==> src/rtl/nvme_perst_pkg.sv <==
// Shared state encodings and default timing constants for the PERST# sequencer.
package nvme_perst_pkg;

   typedef enum logic [2:0] {
      StAssert = 3'd0,
      StTrain  = 3'd1,
      StUp     = 3'd2,
      StError  = 3'd3
   } perst_state_e;

   localparam int unsigned DefMinAssertCyc    = 25000;     // 100 us at 4 ns
   localparam int unsigned DefTrainTimeoutCyc = 25000000;  // 100 ms at 4 ns
   localparam int unsigned DefCntW            = 16;
   localparam int unsigned MaxRetries         = 3;

endpackage

==> src/rtl/nvme_sat_counter.sv <==
// Saturating event counter; clear takes priority over a same-cycle increment.
module nvme_sat_counter #(
   parameter int unsigned CNT_W = 16
) (
   input  logic             clk,
   input  logic             reset,
   input  logic             inc,
   input  logic             clr,
   output logic [CNT_W-1:0] cnt
);

   logic [CNT_W-1:0] cnt_q, cnt_d;

   always_comb begin
      cnt_d = cnt_q;
      if (clr) begin
         cnt_d = '0;
      end else if (inc && (cnt_q != '1)) begin
         cnt_d = cnt_q + CNT_W'(1);
      end
   end

   always_ff @(posedge clk or posedge reset) begin
      if (reset) begin
         cnt_q <= '0;
      end else begin
         cnt_q <= cnt_d;
      end
   end

   assign cnt = cnt_q;

endmodule

==> src/rtl/nvme_pcie_perst_seq.sv <==
// PCIe PERST# sequencer: minimum assert time, link-training timeout, event counters.
// Optional NVME_PERST_SEQ_AUTO_RETRY_EN: up to 3 automatic re-asserts on training timeout.
module nvme_pcie_perst_seq
   import nvme_perst_pkg::*;
#(
   parameter int unsigned MIN_ASSERT_CYC    = DefMinAssertCyc,
   parameter int unsigned TRAIN_TIMEOUT_CYC = DefTrainTimeoutCyc,
   parameter int unsigned CNT_W             = DefCntW
) (
   input  logic             clk,
   input  logic             reset,
   input  logic             perst_req,
   input  logic             pcie_xx_link_up,
   input  logic             cnt_clr,
   output logic             pcie_perst_n,
   output logic [2:0]       seq_state,
   output logic             seq_link_up,
   output logic             seq_train_err,
   output logic [CNT_W-1:0] seq_perst_cnt,
   output logic [CNT_W-1:0] seq_linkdown_cnt
);

   localparam logic [31:0] AssertLoad = 32'(MIN_ASSERT_CYC - 1);
   localparam logic [31:0] TrainLoad  = 32'(TRAIN_TIMEOUT_CYC);

   perst_state_e state_q, state_d;
   logic [31:0]  dly_q, dly_d;
   logic         perst_n_q;
   logic         timeout;
   logic         perst_inc;
   logic         linkdown_inc;

   assign timeout = (state_q == StTrain) && !perst_req && !pcie_xx_link_up && (dly_q == 32'd0);

`ifdef NVME_PERST_SEQ_AUTO_RETRY_EN
   logic [1:0] retry_q, retry_d;

   always_comb begin
      retry_d = retry_q;
      if (timeout && (retry_q < 2'(MaxRetries))) begin
         retry_d = retry_q + 2'd1;
      end else if ((state_d == StUp) && (state_q != StUp)) begin
         retry_d = 2'd0;
      end else if (perst_req && (state_d == StAssert) && (state_q != StAssert)) begin
         retry_d = 2'd0;
      end
   end

   always_ff @(posedge clk or posedge reset) begin
      if (reset) begin
         retry_q <= 2'd0;
      end else begin
         retry_q <= retry_d;
      end
   end
`endif

   // State register; PERST# is registered from the next state so it follows by one cycle.
   always_ff @(posedge clk or posedge reset) begin
      if (reset) begin
         state_q   <= StAssert;
         dly_q     <= AssertLoad;
         perst_n_q <= 1'b0;
      end else begin
         state_q   <= state_d;
         dly_q     <= dly_d;
         perst_n_q <= (state_d != StAssert);
      end
   end

   always_comb begin
      state_d = state_q;
      dly_d   = dly_q;
      case (state_q)
         StAssert: begin
            if (dly_q != 32'd0) begin
               dly_d = dly_q - 32'd1;
            end else if (!perst_req) begin
               state_d = StTrain;
               dly_d   = TrainLoad;
            end
         end
         StTrain: begin
            if (perst_req) begin
               state_d = StAssert;
               dly_d   = AssertLoad;
            end else if (pcie_xx_link_up) begin
               state_d = StUp;
            end else if (timeout) begin
`ifdef NVME_PERST_SEQ_AUTO_RETRY_EN
               if (retry_q < 2'(MaxRetries)) begin
                  state_d = StAssert;
                  dly_d   = AssertLoad;
               end else begin
                  state_d = StError;
               end
`else
               state_d = StError;
`endif
            end else begin
               dly_d = dly_q - 32'd1;
            end
         end
         StUp: begin
            if (perst_req) begin
               state_d = StAssert;
               dly_d   = AssertLoad;
            end else if (!pcie_xx_link_up) begin
               state_d = StTrain;
               dly_d   = TrainLoad;
            end
         end
         StError: begin
            if (perst_req) begin
               state_d = StAssert;
               dly_d   = AssertLoad;
            end
         end
         default: begin
            state_d = StAssert;
            dly_d   = AssertLoad;
         end
      endcase
   end

   always_comb begin
      pcie_perst_n  = perst_n_q;
      seq_state     = state_q;
      seq_link_up   = (state_q == StUp);
      seq_train_err = (state_q == StError);
   end

   // Reset entry never passes through this path, so it is not counted.
   assign perst_inc    = (state_d == StAssert) && (state_q != StAssert);
   assign linkdown_inc = (state_q == StUp) && !perst_req && !pcie_xx_link_up;

   nvme_sat_counter #(
      .CNT_W (CNT_W)
   ) u_perst_cnt (
      .clk   (clk),
      .reset (reset),
      .inc   (perst_inc),
      .clr   (cnt_clr),
      .cnt   (seq_perst_cnt)
   );

   nvme_sat_counter #(
      .CNT_W (CNT_W)
   ) u_linkdown_cnt (
      .clk   (clk),
      .reset (reset),
      .inc   (linkdown_inc),
      .clr   (cnt_clr),
      .cnt   (seq_linkdown_cnt)
   );

endmodule

==> config.mk <==
export PLATFORM = sky130hd
export DESIGN_NAME = nvme_pcie_perst_seq
export DESIGN_NICKNAME = d
export VERILOG_FILES = /design/src/rtl/nvme_perst_pkg.sv /design/src/rtl/nvme_sat_counter.sv /design/src/rtl/nvme_pcie_perst_seq.sv
export SDC_FILE = /design/constraint.sdc
export NUM_CORES = 1
export LEC_CHECK = 0
export CORE_MARGIN = 2
export CORE_UTILIZATION = 44
export DETAILED_ROUTE_END_ITERATION = 8
export PLACE_DENSITY_LB_ADDON = 0.12
export SLEW_MARGIN = 40
export SYNTH_ARGS = -nofsm -noshare
export SYNTH_HDL_FRONTEND = slang
export SYNTH_SLANG_ARGS = --single-unit
export TNS_END_PERCENT = 5
==> constraint.sdc <==
create_clock -name clk -period 3.6 [get_ports clk]
set_input_delay 0.36 -clock clk [delete_from_list [all_inputs] [get_ports clk]]
set_output_delay 0.36 -clock clk [all_outputs]
set_load 0.1 [all_outputs]
==> qor.yml <==
min_path_type: "in -> async"
root_buffer: "clkbuf_8"
worstPathArrival_ns: 3.39
syn_area_sq_mm: 0.003859
setup_violations: 0
post_cts_buffers: 0
via_per_inst: 5.716
synth-seq-cells: 68
post-route-util_pct: 51.41
drtIter0Drc: 221
cp-end-kind: "flip-flop"
cts_resized: 0
cp-start-kind: "flip-flop"
ys_warn_count: 0
drive_gt1_share_pct: 16.94
final_net_count: 488
num_rows: 34
rsz0062_at_grt: "no"
grt.overflow.total: 0
cts_buffers: 9
synth_flop_cell: "dfrtp_1"
track_usage_pct: 20.15
layout_commonest_cell: "nor2_1"
antenna_found_initial: 0
first_pass_iters: 4
hold_ws_ns: 0.2385
synth_nets: 447
p_leak_nw: 1.994
tritoncts: "yes"
clock_path_buffers: 2
ir_drop_v: 0.0001713
die_h_um: 97.65
path_common_cell: "or4_1"
wire_per_inst_um: 15.68
multiInputGateArea_sq_mm: 0.002032
fmax_mhz: 314.0
max_slew_margin_pct: 48.55
setup_ws_ns: 0.4151
fin_skew_ns: 0.01335
critPathKind: "reg -> reg"
start_util_pct: 44.90
path_cells: "or4_1 > nand4b_1 > or4_1 > o21a_1 > nand3b_1 > o21ai_0"
cts_htree_levels: 3
slowest_stage: "or4_1"
dieArea_sq_mm: 0.009535
synth_seq_area_share_pct: 44.36
portBuffers: 42
min_period_ns: 3.185
syn2layout_area_growth_pct: 14.49
crit_path_max_fanout: 17
cts.sinks: 68
core-area_sq_mm: 0.008593
first_global_vias: 3121
die_x_um: 97.65
netlist_instances: 438
finalHoldViolations: 0
layout_common_cells: "nor2_1, dfrtp_1, buf_2"
ant_nets: 0
diodes: 0
tightest_slew_ns: 0.7647
pre_cts_ws_ns: 0.4346
drcViolationCount: 0
grt_max_degree: 61
place_congestion: 0.8665
synth.distinct_cells: 59
synth_edf_count: 0
cts_hold_buf: 0
io-pin-count: 43
finalSetupTns_ns: 0
clk_pin_slew_ns: 0.08
vias: 3384
num-fill-cells: 828
clk_latency_ns: 0.35
wl_mm: 9.281
grt_pass1_wl_mm: 15.79
async_flop_share_pct: 100.0
maxCapViolations: 0
period_share_pct: 88.47
status: "finished clean"
cp_slowest_stage_delay_ns: 0.74
synth_area_per_cell_sq_um: 8.810
power_mw: 1.611
seqCellArea_sq_mm: 0.001712
place_hpwl_mm: 6.441
p_per_area_mw_per_mm2: 364.6
worstPathRequired_ns: 3.81
timing.final.max_slew_violations: 0
-- layer usage --
layer  global-route usage (%)  vias up  wire [um]
met3                    2.734       12        415
met2                    29.55       95       4147
li1                         -     1674          -
met4                    8.333        0        156
met5                        0        -          0
met1                    29.94     1603       4562
-- where the power goes --
part	switching, mW	internal, mW
sequential	0.0155	0.778
clock	0.311	0.390
combinational	0.0841	0.0321
-- stage by stage --
stage                     area [sq um]  cells
after floorplan                   3864    438
after global placement            4392    576
after detailed placement          4202    576
after CTS                         4418    592
after global routing              4418    592
final                             4418    592
-- worst max-delay path: cells and delay by family, from the launching register on --
kind,cells,cell delay [ns]
DFF,1,0.44
and+or+nand+nor,4,1.97
AOI/OAI and AO/OA,2,0.64
-- final timing paths --
path | from | cells after the start | endpoint | slack [ns]
setup reg to reg | dly_q[20]$_DFFE_PP0P_ | 6 | dly_q[24]$_DFFE_PP0P_ | 0.42
max in group asynchronous | reset | 3 | dly_q[14]$_DFFE_PP1P_ | 2.72
hold reg to reg | dly_q[30]$_DFFE_PP0P_ | 1 | dly_q[30]$_DFFE_PP0P_ | 0.52
setup / recovery | dly_q[20]$_DFFE_PP0P_ | 6 | dly_q[24]$_DFFE_PP0P_ | 0.42
min in group clk | cnt_clr | 2 | u_perst_cnt.cnt[10]$_DFFE_PP0P_ | 0.50
hold / removal | reset | 2 | u_perst_cnt.cnt[8]$_DFFE_PP0P_ | 0.24
-- cell usage after synthesis, drive strengths merged (7+ instances only) --
library cell,n,share of area [%]
clkbuf,13,1.3
nor4,10,1.6
inv,8,0.78
a21oi,22,2.9
o21ai,42,5.6
nand4,8,1.3
and3,7,1.1
nand2,29,2.8
nor3,15,1.9
xor2,18,4.1
nand3,19,2.5
dfstp,8,5.4
a31oi,7,1.1
xnor2,8,1.8
nor2,71,6.9
a22o,8,1.8
dfrtp,60,39
or3,10,1.6
-- cell type report --
cell class / count / area share (%)
Multi-Input combinational cell: 343 / 45.99
Sequential cell: 68 / 38.74
Timing Repair Buffer: 49 / 6.627
Tap cell: 108 / 3.059
Clock buffer: 10 / 2.889
Clock inverter: 6 / 2.011
Inverter: 8 / 0.6797
-- logic make-up (layout without fill, tap and decap cells) --
| family | after synthesis | in the layout | synth area share, % |
|---|---|---|---|
| simple gates | 201 | 201 | 26.39 |
| compound gates | 109 | 109 | 18.32 |
| flops | 68 | 68 | 44.36 |
| buf+inv | 27 | 73 | 3.113 |
| xor+xnor | 26 | 26 | 5.901 |
| fa+ha+maj | 5 | 5 | 1.556 |
| other cells | 1 | 1 | 0.09718 |
| mux | 1 | 1 | 0.2594 |
-- sequential cells by signal, summed over array words and instances, names as in the netlist --
signal	cells
dly_q	32
seq_state	3
pcie_perst_n	1
u_linkdown_cnt.cnt	16
u_perst_cnt.cnt	16
Power figures use the tool's default switching activity.
